### src/rtl/iir_pkg.sv
// Shared definitions for the IIR filter stages: FSM encoding, clog2 and the
// round-half-up / saturate helpers used by both feed-forward and feedback paths.
package iir_pkg;

    typedef enum logic [1:0] {
        IDLE,
        MAC,
        RES,
        HOLD
    } fb_state_e;

    // Working width of the round/saturate helpers; every accumulator must fit.
    localparam int RS_WIDTH = 64;

    function automatic int clog2(input int value);
        int result;
        int v;
        result = 0;
        v = value - 1;
        while (v > 0) begin
            result++;
            v = v >> 1;
        end
        return result;
    endfunction

    function automatic logic signed [RS_WIDTH-1:0] round_shift(
        input logic signed [RS_WIDTH-1:0] acc,
        input int                         frac
    );
        logic signed [RS_WIDTH-1:0] half;
        half = RS_WIDTH'(1) <<< (frac - 1);
        return (acc + half) >>> frac;
    endfunction

    function automatic logic sat_ovf(
        input logic signed [RS_WIDTH-1:0] x,
        input int                         prec
    );
        logic signed [RS_WIDTH-1:0] max_v;
        logic signed [RS_WIDTH-1:0] min_v;
        max_v = (RS_WIDTH'(1) <<< (prec - 1)) - RS_WIDTH'(1);
        min_v = -(RS_WIDTH'(1) <<< (prec - 1));
        return (x > max_v) || (x < min_v);
    endfunction

    function automatic logic signed [RS_WIDTH-1:0] sat_clamp(
        input logic signed [RS_WIDTH-1:0] x,
        input int                         prec
    );
        logic signed [RS_WIDTH-1:0] max_v;
        logic signed [RS_WIDTH-1:0] min_v;
        max_v = (RS_WIDTH'(1) <<< (prec - 1)) - RS_WIDTH'(1);
        min_v = -(RS_WIDTH'(1) <<< (prec - 1));
        if (x > max_v) begin
            return max_v;
        end else if (x < min_v) begin
            return min_v;
        end
        return x;
    endfunction

    function automatic logic signed [RS_WIDTH-1:0] round_sat(
        input logic signed [RS_WIDTH-1:0] acc,
        input int                         frac,
        input int                         prec
    );
        return sat_clamp(round_shift(acc, frac), prec);
    endfunction

endpackage

### src/rtl/iir_round_sat.sv
// Combinational round-half-toward-+inf followed by a clamp to OUT_WIDTH signed,
// with a flag marking when the clamp engaged.
module iir_round_sat
    import iir_pkg::*;
#(
    parameter int IN_WIDTH  = 26,
    parameter int OUT_WIDTH = 16,
    parameter int FRAC      = 6
) (
    input  logic signed [IN_WIDTH-1:0]  din,
    output logic signed [OUT_WIDTH-1:0] dout,
    output logic                        ovf
);

    logic signed [RS_WIDTH-1:0] din_wide;

    assign din_wide = {{(RS_WIDTH - IN_WIDTH){din[IN_WIDTH-1]}}, din};
    assign dout     = OUT_WIDTH'(round_sat(din_wide, FRAC, OUT_WIDTH));
    assign ovf      = sat_ovf(round_shift(din_wide, FRAC), OUT_WIDTH);

endmodule

### src/rtl/iir_fb.sv
// Feedback (denominator) stage of the IIR filter: y[n] = w[n] - sum a[k]*y[n-k],
// evaluated one tap per cycle on a single shared multiply-accumulator.
module iir_fb
    import iir_pkg::*;
#(
    parameter int M           = 2,
    parameter int PRECISION   = 16,
    parameter int COEFF_WIDTH = 8,
    parameter int FRAC        = 6
) (
    input  logic                          clk,
    input  logic                          rst_n,
    input  logic                          clr,
    input  logic signed [PRECISION-1:0]   w,
    input  logic                          w_valid,
    output logic                          w_ready,
    input  logic [COEFF_WIDTH*M-1:0]      packed_a_coeffs,
    output logic signed [PRECISION-1:0]   y,
    output logic                          y_valid,
    input  logic                          y_ready,
    output logic                          busy,
    output logic                          sat
);

    localparam int ACC_WIDTH  = PRECISION + COEFF_WIDTH + clog2(M) + 1;
    localparam int PROD_WIDTH = PRECISION + COEFF_WIDTH;
    localparam int K_WIDTH    = (M > 1) ? clog2(M) : 1;
    localparam logic [K_WIDTH-1:0] K_LAST = K_WIDTH'(M - 1);

    fb_state_e                     state_q;
    fb_state_e                     state_d;
    logic signed [ACC_WIDTH-1:0]   acc;
    logic [K_WIDTH-1:0]            k;
    logic signed [COEFF_WIDTH-1:0] a_in [M];
    logic signed [COEFF_WIDTH-1:0] a_q  [M];
    logic signed [PRECISION-1:0]   yh   [M];
    logic signed [PROD_WIDTH-1:0]  prod;
    logic signed [PRECISION-1:0]   r_sat;
    logic                          r_ovf;

    // Index 0 holds a[1] and y[n-1]; the tap counter runs 0..M-1.
    for (genvar i = 0; i < M; i++) begin : g_unpack
        assign a_in[i] = packed_a_coeffs[COEFF_WIDTH*i +: COEFF_WIDTH];
    end

    assign prod    = a_q[k] * yh[k];
    assign w_ready = (state_q == IDLE);
    assign busy    = (state_q != IDLE);

    iir_round_sat #(
        .IN_WIDTH (ACC_WIDTH),
        .OUT_WIDTH(PRECISION),
        .FRAC     (FRAC)
    ) u_round_sat (
        .din (acc),
        .dout(r_sat),
        .ovf (r_ovf)
    );

    always_ff @(posedge clk or negedge rst_n) begin
        if (!rst_n) begin
            state_q <= IDLE;
        end else begin
            state_q <= state_d;
        end
    end

    always_comb begin
        state_d = state_q;
        if (clr) begin
            state_d = IDLE;
        end else begin
            case (state_q)
                IDLE:    if (w_valid) state_d = MAC;
                MAC:     if (k == K_LAST) state_d = RES;
                RES:     state_d = HOLD;
                HOLD:    if (y_ready) state_d = IDLE;
                default: state_d = IDLE;
            endcase
        end
    end

    // Clear wipes history and the sticky flag but deliberately leaves y alone.
    always_ff @(posedge clk or negedge rst_n) begin
        if (!rst_n) begin
            acc     <= '0;
            k       <= '0;
            y       <= '0;
            y_valid <= 1'b0;
            sat     <= 1'b0;
            for (int i = 0; i < M; i++) begin
                a_q[i] <= '0;
                yh[i]  <= '0;
            end
        end else if (clr) begin
            y_valid <= 1'b0;
            sat     <= 1'b0;
            for (int i = 0; i < M; i++) begin
                yh[i] <= '0;
            end
        end else begin
            case (state_q)
                IDLE: begin
                    if (w_valid) begin
                        acc <= {{(ACC_WIDTH - PRECISION - FRAC){w[PRECISION-1]}}, w, {FRAC{1'b0}}};
                        k   <= '0;
                        for (int i = 0; i < M; i++) begin
                            a_q[i] <= a_in[i];
                        end
                    end
                end
                MAC: begin
                    acc <= acc - {{(ACC_WIDTH - PROD_WIDTH){prod[PROD_WIDTH-1]}}, prod};
                    k   <= k + 1'b1;
                end
                RES: begin
                    y       <= r_sat;
                    y_valid <= 1'b1;
                    yh[0]   <= r_sat;
                    for (int i = 1; i < M; i++) begin
                        yh[i] <= yh[i-1];
                    end
                    if (r_ovf) begin
                        sat <= 1'b1;
                    end
                end
                HOLD: begin
                    if (y_ready) begin
                        y_valid <= 1'b0;
                    end
                end
                default: ;
            endcase
        end
    end

endmodule

### config.mk
export PLATFORM = sky130hd
export DESIGN_NAME = iir_fb
export DESIGN_NICKNAME = d
export VERILOG_FILES = /design/src/rtl/iir_pkg.sv /design/src/rtl/iir_round_sat.sv /design/src/rtl/iir_fb.sv
export SDC_FILE = /design/constraint.sdc
export NUM_CORES = 1
export LEC_CHECK = 0
export ABC_AREA = 1
export CORE_AREA = 2 2 192 194
export CTS_CLUSTER_DIAMETER = 200
export DETAILED_ROUTE_END_ITERATION = 8
export DIE_AREA = 0 0 194 196
export PLACE_DENSITY = 0.53
export SLEW_MARGIN = 30
export SYNTH_ARGS = -nofsm -noshare
export SYNTH_HDL_FRONTEND = slang
export SYNTH_SLANG_ARGS = --single-unit
### constraint.sdc
create_clock -name clk -period 6.5 [get_ports clk]
set_clock_uncertainty 0.15 [all_clocks]
set_input_delay 0.65 -clock clk [delete_from_list [all_inputs] [get_ports clk]]
set_output_delay 0.65 -clock clk [all_outputs]
set_load 0.01 [all_outputs]
Yosys cells after proc, flatten, opt, wreduce, memory -nomap -nowiden:

Index checks and enable logic that the tools add are counted.

* input bits: 37
* logic and storage cells: 67
* output and inout bits: 20
* register bits after elaboration: 95

* multiplexer cells: 28
* reductions and logical operators: 13
* bitwise logic cells: 2
* equality and inequality tests: 7
* $mul: 1
* add/sub/neg operators: 3
* order comparisons: 3

Operators by type and width (number)
* $mux W16: 6
* $mux W32: 2
* $pmux W26 S2: 1
* $add A26 B7 Y27 const B: 1
* $mux W26: 1
* $sub A26 B26 Y26: 1
* $mul A8 B16 Y24: 1
* $mux W8: 3
* $gt A21 B16 Y1 const B: 1
* $lt A21 B16 Y1 const B: 1
* $ne A3 B3 Y1 const B: 3
* $reduce_and A3 Y1: 3
* $mux W1: 8
* $mux W2: 4
* $pmux W2 S4: 1
* $reduce_bool A2 Y1: 4
* $reduce_and A2 Y1: 3
* $eq A2 B2 Y1 const B: 2
* $pmux W1 S2: 2
* $reduce_bool A3 Y1: 1
* $eq A2 B1 Y1 const B: 1
* $ge A2 B2 Y1 const B: 1
* $logic_not A2 Y1: 1
* $ne A2 B2 Y1 const B: 1
* other kinds (4): 4

Longest topological paths before layout:

Gate-level depths: netlist of run 1.

* word-level depth: 7
* gate-level depth with buffers: 38
* mapped depth without buffers: 36

Modules after synthesis:

A second synthesis of run 1 with hierarchy kept.

* cells, all modules: 1392
* area, all modules: 10630.2 µm²

Modules (own cells, without submodules)
* iir_fb: area an instance 9908.3 µm², instances 1, cells an instance 1258, seq. area each 2377.3 µm²
* iir_round_sat: area an instance 721.9 µm², instances 1, cells an instance 134, seq. area each 0.0 µm²

Worst setup path after synthesis of run 1:

Ideal clock, no wire load.

* kind: register -> register
* start: reg k
* end: reg acc[24]
* library setup time: 87 ps
* clock period less this slack: 6863 ps
* stages on the path, launching flop included: 37
* data arrival time: 6625 ps
* data required time: 6263 ps
* buffers on the path: 3
* path slack: -363 ps
* cell sequence: dfrtp_1 clkbuf_1 clkbuf_1 clkbuf_1 nand2_1 o21ai_1 nand2_1 fa_1 fa_1 inv_1 fa_1 inv_1 fa_1 inv_1 ha_1 a21oi_1 o21ai_0 nand2_1 o2111ai_1 nand2_1 nand2_1 a21boi_0 o21ai_0 xor2_1 ha_1 nand2_1 nor2_1 nand2_1 nor4_1 nand2_1 o211ai_1 nand2_1 nand3_1 nand2_1 nand2_1 nand3_1 a22oi_1

* cells in the longest elaborated chain, start to end: 7
* elaborated cells on any way between the ends: 10
* those cells by class: 1 x add/sub; 1 x mul; 7 x mux; 1 x bitwise

Ends and longest elaborated chain
* from (decl): line iir_fb.sv:33 `logic [K_WIDTH-1:0] k;`
* from (signal assigned): line iir_fb.sv:114 `k <= k + 1'b1;`
* $not A1 Y2 (not written as such) (*): line iir_fb.sv:46 `assign prod = a_q[k] * yh[k];`
* $mux W8 (not written as such) / $mux W16 (equally long branches) (3 in a row): line iir_fb.sv:46
* $mul A8 B16 Y24 (*): line iir_fb.sv:46
* $sub A26 B26 Y26 (*): line iir_fb.sv:113 `acc <= acc - {{(ACC_WIDTH - PROD_WIDTH){prod[PROD_WIDTH-1]}}, prod};`
* $pmux W26 S2 (*): line iir_fb.sv:102 `case (state_q)`
* to (signal assigned): line iir_fb.sv:105 `acc <= {{(ACC_WIDTH - PRECISION - FRAC){w[PRECISION-1]}}, w, {FRAC{1'b0}}};`
* to (signal assigned): line iir_fb.sv:113
* to (decl): line iir_fb.sv:32 `logic signed [ACC_WIDTH-1:0] acc;`

Mark *: on every way between the ends. The rest lies on a longest branch, timed or not. The select of a mux whose other input is x is not followed.
A chain may end at the register's enable or synchronous reset.

Worst setup path after layout of run 1:

Same ends and word-level chain as after synthesis.

==> impl_metrics.yaml, run 1 <==
clocking:
  clk_pin_slew_ns: 0.07
  insertion_delay_ns: 0.37
  cts_root_buf: "clkbuf_16"
  cts_sinks: 95
  cts_hold_buffers: 0
  h-tree-depth: 3
  cts_buffer_depth: 2
  cts_buffers: 9
  cts_tree: "yes"
global_route:
  grt_usage: 0.178
  grt_max_degree: 39
  antenna_found_initial: 0
  grt.overflow.total: 0
  grt_pass1_wl_um: 53700
  first_global_vias: 9907
route:
  highest_layer: "met4"
  initialDrtViolationCount: 591
  detail-route-antenna-nets: 0
  viasPerCell: 4.63
  avgRoutedWirePerCell_um: 16.0
  wl_met3_um: 880
  wl_um: 33800
  wl_met1_um: 15800
  drt_first_pass_iters: 5
  drc: 0
  met2_length_um: 16200
  num_vias: 9780
setup_path:
  cp-start-kind: "flip-flop"
  critical_path.slowest_cell: "fa_1"
  cp_num_buf_inv: 7
  crit_family: "adder cells"
  cpPeakStageDelay_ns: 0.56
  worstPathRequired_ns: 6.63
  path_max_fanout: 5
  path_class: "reg -> reg"
  critical_path_arrival_ns: 6.71
  cp-end-kind: "flip-flop"
sta:
  setup_viol: 2
  drv_slew: 0
  fmax_ghz: 0.152
  final_hold_viol_count: 0
  holdWs_ns: 0.0360
  worstMarginPinSlew_ns: 0.945
  rsz0062_at_grt: "true"
  final.setup.tns_ns: -0.109
  fin_crit_sh: 1.01
  slew_headroom: 0.369
  fin_ws_ns: -0.0814
  min_period_ns: 6.58
floorplanning:
  core_sq_mm: 0.0361
  die-area_sq_mm: 0.0380
  die_w_um: 194
  rows: 70
  die_h_um: 196
  initial_utilization: 0.296
  pin_count: 57
logic_synthesis:
  yosys.area_share.simple: 0.238
  syn_area_per_cell_sq_um: 7.54
  synth-xor-area-share: 0.0320
  yosys_warnings: 0
  post_synth_num_cell_types: 49
  synth_fa_ha_area_frac: 0.281
  synthMuxAreaShare: 0.00281
  yosysSeqAreaShare: 0.223
  synthArstFlopShare: 1.00
  syn-num-nets: 1630
  synth_flop_cell: "dfrtp_1"
  synth_top_family_by_area: "adder cells"
  synth_compound_area_frac: 0.111
  synth-seq-cells: 95
  synth_edf_count: 0
  syn_area_sq_mm: 0.0107
  synth_cells: 1416
outcome:
  violations: "negative setup slack"
  status: "finished with violations"
run:
  drv_cap: 0
finish:
  antennaDiodeCount: 0
  ff_latch_area_sq_mm: 0.00238
  final_area_sq_mm: 0.0143
  nNetsFinal: 1854
  multiInputGateArea_sq_mm: 0.00781
  fill_cells: 3744
  drive_above_1_share: 0.250
  synthToLayoutAreaGrowth_pct: 34.3
place:
  dp_hpwl_um: 27000
  port_buffers: 56
  finalWeightedCongestion: 0.899
  place_area_sq_mm: 0.0129
hold_path:
  hp-class: "in -> async"
through the flow:
stage,util,worst slack (ns),cells
finish,0.397,-0.0814,2113
global route,0.397,-0.459,2113
CTS,0.373,-0.0839,2080
detailed placement,0.357,-0.383,2056
global placement,0.356,-0.391,2055
floorplan,-,0.00358,1416
per-layer routing:
metal,global-route usage,vias up
li1,-,4869
met1,0.242,4705
met2,0.305,169
met3,0.0167,37
met4,0.0488,0
met5,0,-
final cells by class:
type	instances	share of cell area
timing repair buffer	244	0.150
sequential	95	0.166
tap	468	0.0408
clock inverter	7	0.00820
inverter	287	0.0751
clock buffer	9	0.0157
multi-input combinational	1003	0.545
synthesized netlist by cell type (all sizes together), types with 4 or more instances:
library cell	n	share of area
nand2	303	0.11
inv	287	0.10
nor2	169	0.061
fa	104	0.20
dfrtp	95	0.22
o21ai	93	0.048
ha	73	0.086
a21oi	63	0.031
nand3	55	0.031
xor2	29	0.024
clkbuf	28	0.0098
nor3	17	0.012
nand4	14	0.0082
o22ai	12	0.0070
or2	12	0.0070
xnor2	10	0.0082
o211ai	9	0.0063
nor4	6	0.0035
a31oi	4	0.0023
o31ai	4	0.0028
kinds of logic after synthesis:
group,Yosys count
and+or+nand+nor,581
adders and majority gates,177
AOI/OAI and AO/OA,203
xor gates and xnor gates,39
muxes,3
buffers and inverters,318
DFF,95
registers in the layout, indices dropped and copies added (netlist names):
name     flops
y           16
k            1
yh          32
state_q      2
acc         26
sat          1
y_valid      1
a_q         16
worst paths after layout:
check | slack (ns) | to | cells past startpoint | start
min in group clk | 0.33 | y[11] | 2 | y[11]
min | 0.04 | a_q[3] | 1 | rst_n
max reg2reg | -0.08 | acc[24] | 33 | k
max in group asynchronous | 5.12 | acc[2] | 3 | rst_n
max | -0.08 | acc[24] | 33 | k
min reg2reg | 0.33 | y[11] | 2 | y[11]
cell usage in the layout, fill, tap and decap left out, types with 20 or more instances in the layout:
cell | Yosys | final
nor2_1 | 166 | 146
fa_1 | 104 | 100
nand2_1 | 291 | 264
xor2_1 | 29 | 29
inv_1 | 281 | 262
nand2_2 | 10 | 35
nand3_1 | 43 | 38
inv_2 | 6 | 25
clkdlybuf4s50_1 | 0 | 55
a21oi_1 | 61 | 45
o21ai_2 | 10 | 20
dfrtp_1 | 95 | 94
buf_4 | 0 | 166
ha_1 | 73 | 59
o21ai_0 | 58 | 45
repair_timing:
item | 4_1_cts | 5_1_grt
buffers inserted | 8 | 30
pin swaps | 15 | 102
endpoints found under the setup margin | 14 | 17
resized for setup | 42 | 152
gates cloned | 0 | 3
Power of run 1 is left out: the tool's default activity adds up to more than one toggle a clock period on the data nets, which glitch-free logic cannot reach.
==> run 2: changes to the inputs <==
- SYNTH_HIERARCHICAL: not set -> 1
==> run 2 against run 1 <==
  * The run now ends clean
  * Hold slack improved by 0.061 ns
  * Register-to-register slack improved by 0.16 ns
  * Maximum frequency rose by 2.5%
  * Wire length fell by 12%
  * Design area fell by 6.1%
  * Core utilization fell by 2.4 points
  * Non-clock buffer count fell by 32
  * Critical path depth rose by 1
  * Global-route usage fell by 1.6 points
  * Synthesized cell count fell by 1.7%
  * Critical path type unchanged
  * Critical endpoint is now acc[20]
==> impl_metrics.yaml, run 2 <==
outcome:
  status: "finished clean"
place:
  place_area_sq_mm: 0.0128
  port_buffers: 56
  dp_hpwl_um: 24500
  finalWeightedCongestion: 0.896
route:
  detail-route-antenna-nets: 0
  avgRoutedWirePerCell_um: 14.5
  drt_first_pass_iters: 5
  initialDrtViolationCount: 508
  num_vias: 9279
  viasPerCell: 4.51
  wl_um: 29800
  drc: 0
floorplanning:
  pin_count: 57
  core_sq_mm: 0.0361
  initial_utilization: 0.295
  die_w_um: 194
  die-area_sq_mm: 0.0380
  die_h_um: 196
  rows: 70
setup_path:
  cp-start-kind: "flip-flop"
  r2r_cells: 34
  critical_path_arrival_ns: 6.55
  worstPathRequired_ns: 6.63
  cp-end-kind: "flip-flop"
  path_max_fanout: 6
  cpPeakStageDelay_ns: 0.55
  rr_startpoint: "k"
  r2r_setup_slack_ns: 0.08
  regToRegEndpoint: "acc[20]"
  critical_path.slowest_cell: "fa_1"
  path_class: "reg -> reg"
run:
  drv_cap: 0
logic_synthesis:
  synth_edf_count: 0
  yosysMostFrequentCell: "nand2_1"
  syn_area_per_cell_sq_um: 7.64
  yosysSeqAreaShare: 0.224
  post_synth_num_cell_types: 51
  syn_area_sq_mm: 0.0106
  yosys_warnings: 6
  synthTopCellsByCount: "303 x nand2_1, 282 x inv_1, 142 x nor2_1"
  synth_top_area_frac: 0.224
  synth-seq-cells: 95
  synth_cells: 1392
  syn-num-nets: 1606
  synth_flop_cell: "dfrtp_1"
  synthArstFlopShare: 1.00
  synth_area_leaders: "dfrtp_1 22%, fa_1 20%, nand2_1 11%"
  synth_area_leader_cell: "dfrtp_1"
clocking:
  cts_buffers: 9
  h-tree-depth: 3
  insertion_delay_ns: 0.36
  cts_sinks: 95
  cts_tree: "yes"
  cts_buffer_depth: 2
  cts_root_buf: "clkbuf_16"
  cts_hold_buffers: 0
  clk_pin_slew_ns: 0.07
global_route:
  grt_usage: 0.163
  grt_max_degree: 60
  grt_pass1_wl_um: 49900
  antenna_found_initial: 2
  first_global_vias: 9350
  grt.overflow.total: 0
finish:
  antennaDiodeCount: 0
  final_area_sq_mm: 0.0135
  layout_commonest_cell: "nand2_1"
  reg.largest.list: "yh x32, acc x26"
  synthToLayoutAreaGrowth_pct: 26.6
  nNetsFinal: 1800
  multiInputGateArea_sq_mm: 0.00733
  fill_cells: 3812
  final_cell_mix: "293 x nand2_1, 281 x inv_1, 152 x buf_4"
  ff_latch_area_sq_mm: 0.00238
  drive_above_1_share: 0.194
  top_register: "yh"
  largest_reg_flops: 32
sta:
  rsz0062_at_grt: "true"
  fmax_ghz: 0.156
  setup_viol: 0
  fin_crit_sh: 0.988
  worstMarginPinSlew_ns: 0.923
  min_period_ns: 6.42
  final_hold_viol_count: 0
  slew_headroom: 0.385
  drv_slew: 0
hold_path:
  hp-class: "in -> async"
-- run 2: cell count changes in the layout (fill, tap and decap cells not counted), sizes merged, moves of 10 or more --
cell and delta:
buf -30, a21oi -17, xnor2 +10, nor3 -10, mux2 +16, nand2 +13, nor2 -18, o22ai +11
-- run 2: final cells by class --
| type | instances | share of cell area |
|---|---|---|
| Clock buffer | 9 | 0.0167 |
| Clock inverter | 7 | 0.00586 |
| Inverter | 292 | 0.0815 |
| Multi-Input combinational cell | 976 | 0.544 |
| Sequential cell | 95 | 0.177 |
| Tap cell | 468 | 0.0435 |
| Timing Repair Buffer | 212 | 0.131 |
-- run 2: what timing repair did --
item,in CTS,in global routing
pin swaps,2,21
setup endpoints to repair,7,15
resized for setup,12,68
gates cloned,0,0
setup buffers,2,9
-- run 2: metal layers --
| metal | track usage | routed length (um) | vias up |
|---|---|---|---|
| met5 | 0 | 0 | - |
| met4 | 0.0292 | 390 | 0 |
| met3 | 0.0211 | 1070 | 22 |
| met2 | 0.261 | 13500 | 163 |
| met1 | 0.237 | 14800 | 4408 |
| li1 | - | - | 4686 |
-- run 2: worst max-delay path by stage --
stage / from / to / slack [ns]
after floorplan: k / acc[25] / 0.07
after global placement: k / acc[20] / -0.06
after detailed placement: k / acc[24] / -0.11
after CTS: k / acc[24] / 0.005
after global routing: k / acc[20] / -0.31
final: k / acc[20] / 0.08
-- run 2: kinds of logic after synthesis --
logic type                 share of synthesized area
muxes                                         0.0198
buffers and inverters                          0.115
and+or+nand+nor                                0.224
DFF                                            0.224
xor gates and xnor gates                      0.0363
adders and majority gates                      0.282
AOI/OAI and AO/OA                             0.0995
-- run 2: per-stage QoR --
step / util / TNS [ns] / std cells / hold WS [ns] / setup slack (ns)
after floorplan: - / 0 / 1392 / 0.204 / 0.0662
after detailed placement: 0.354 / -0.361 / 2032 / 0.308 / -0.106
after global routing: 0.373 / -1.59 / 2059 / 0.126 / -0.308
final: 0.373 / 0 / 2059 / 0.0965 / 0.0809
after global placement: 0.354 / -0.213 / 2032 / 0.306 / -0.0650
after CTS: 0.364 / 0 / 2050 / 0.0948 / 0.00515
-- run 2: worst max-delay path, delay by kind of cell (launching register included) --
| family | cells | cell delay [ns] |
|---|---|---|
| buf+inv | 8 | 0.72 |
| compound gates | 5 | 0.66 |
| flops | 1 | 0.41 |
| xor+xnor | 1 | 0.14 |
| fa+ha+maj | 6 | 2.84 |
| simple gates | 14 | 1.41 |
Power of run 2 is left out for the same reason.
==> run 3: changes to the inputs <==
- DONT_BUFFER_PORTS: not set -> 1
- PLACE_DENSITY: 0.53 -> 0.51
==> run 3 against run 2 <==
  * Sequential cell count unchanged
  * First-iteration DRC count up 9.8%
  * Wire length up 3.6%
  * Clock-buffer cell count up 2
  * Largest cell class unchanged
  * Die area unchanged
  * Design area down 2.9%
  * Via count down 1.9%
  * Sequential share of layout area up 0.53 points
  * Global-route usage up 0.24 points
  * Hold slack worse by 0.057 ns
  * Critical endpoint is now acc[25]
  * Setup slack better by 0.029 ns
==> impl_metrics.yaml, run 3 (same netlist as run 2, synthesis figures left out) <==
setup_path:
  path_class: "reg -> reg"
  path_max_fanout: 6
  critical_path_arrival_ns: 6.50
  crit_top_cell: "nand2_1"
  critical_path.slowest_cell: "fa_1"
  crit_family: "adder cells"
  cp-start-kind: "flip-flop"
  cp-end-kind: "flip-flop"
  worstPathRequired_ns: 6.61
  cpPeakStageDelay_ns: 0.58
  cp_num_buf_inv: 6
  r2r_setup_slack_ns: 0.11
clocking:
  clk_pin_slew_ns: 0.07
  cts_buffers: 9
  cts_buffer_depth: 2
  cts_tree: "yes"
  cts_root_buf: "clkbuf_16"
  cts_sinks: 95
  h-tree-depth: 3
  insertion_delay_ns: 0.37
finish:
  final_area_sq_mm: 0.0131
  top_register: "yh"
  fill_cells: 3796
  reg.largest.list: "yh x32, acc x26"
  nNetsFinal: 1717
  final_cell_mix: "287 x nand2_1, 274 x inv_1, 135 x nor2_1"
  synthToLayoutAreaGrowth_pct: 22.9
  layout_commonest_cell: "nand2_1"
  largest_reg_flops: 32
  drive_above_1_share: 0.203
  antennaDiodeCount: 0
  final_core_util: 0.362
  instances_no_fill: 1976
floorplanning:
  die_w_um: 194
  die_h_um: 196
  initial_utilization: 0.295
  pin_count: 57
  die-area_sq_mm: 0.0380
  core_sq_mm: 0.0361
  rows: 70
sta:
  slew_headroom: 0.502
  rsz0062_at_grt: "true"
  worstMarginPinSlew_ns: 0.745
  setup_viol: 0
  drv_slew: 0
  fin_ws_ns: 0.110
  fin_crit_sh: 0.983
  final_hold_viol_count: 0
  fmax_ghz: 0.156
  min_period_ns: 6.39
route:
  wl_met3_um: 1270
  wl_met1_um: 14700
  wl_um: 30800
  viasPerCell: 4.61
  detail-route-antenna-nets: 0
  initialDrtViolationCount: 558
  highest_layer: "met5"
  drc: 0
  drt_first_pass_iters: 5
  avgRoutedWirePerCell_um: 15.6
  num_vias: 9107
  met2_length_um: 14500
run:
  drv_cap: 0
place:
  dpl_worst_slack_ns: -0.126
  dp_hpwl_um: 24600
  dp.cells: 1941
  port_buffers: 0
  finalWeightedCongestion: 0.889
  place_area_sq_mm: 0.0120
global_route:
  grt.overflow.total: 0
  antenna_found_initial: 1
  grt_max_degree: 96
  grt_pass1_wl_um: 49600
  grt_usage: 0.165
  first_global_vias: 9241
hold_path:
  hp-class: "in -> async"
outcome:
  status: "finished clean"
## run 3: worst register-to-register path: cells and delay by family, from the launching register on
family	cells	cell delay, ns
buffers and inverters	6	0.60
DFF	1	0.49
xor gates and xnor gates	1	0.12
AOI/OAI and AO/OA	5	0.78
and+or+nand+nor	15	1.53
adders and majority gates	6	2.61
## run 3: path summary, 6_finish.rpt
kind	from	cells past startpoint	to
setup / recovery	k	33	acc[25]
hold / removal	rst_n	1	a_q[0]
setup reg to reg	k	33	acc[25]
hold reg to reg	acc[4]	2	acc[4]
max in group asynchronous	rst_n	1	acc[20]
min in group clk	clr	1	y_valid
## run 3: stage by stage
step | hold slack [ns] | TNS [ns]
6_report | 0.0397 | 0
5_1_grt | 0.0928 | -1.12
4_1_cts | 0.0744 | 0
3_5_place_dp | 0.207 | -0.463
3_3_place_gp | 0.208 | -0.147
2_1_floorplan | 0.204 | 0
## run 3: timing repair
action | CTS | global route
resized for setup | 13 | 121
endpoints found under the hold margin | 95 | 0
hold buffers | 1 | 0
setup buffers | 1 | 16
setup endpoints to repair | 8 | 15
gates cloned | 0 | 2
pin swaps | 3 | 25
## run 3: area by class of cell
class                      count  area, sq um  area share
inverter                     292         1100      0.0840
timing repair buffer         129         1150      0.0881
sequential                    95         2380       0.182
clock inverter                 5         46.3     0.00354
clock buffer                  11          253      0.0193
tap                          468          586      0.0448
multi-input combinational    976         7560       0.578
## run 3: layer usage
metal | global-route usage | vias to the layer above
li1 | - | 4517
met1 | 0.230 | 4398
met2 | 0.270 | 168
met3 | 0.0296 | 22
met4 | 0.0325 | 2
met5 | 0 | -
Power of run 3 is left out for the same reason.
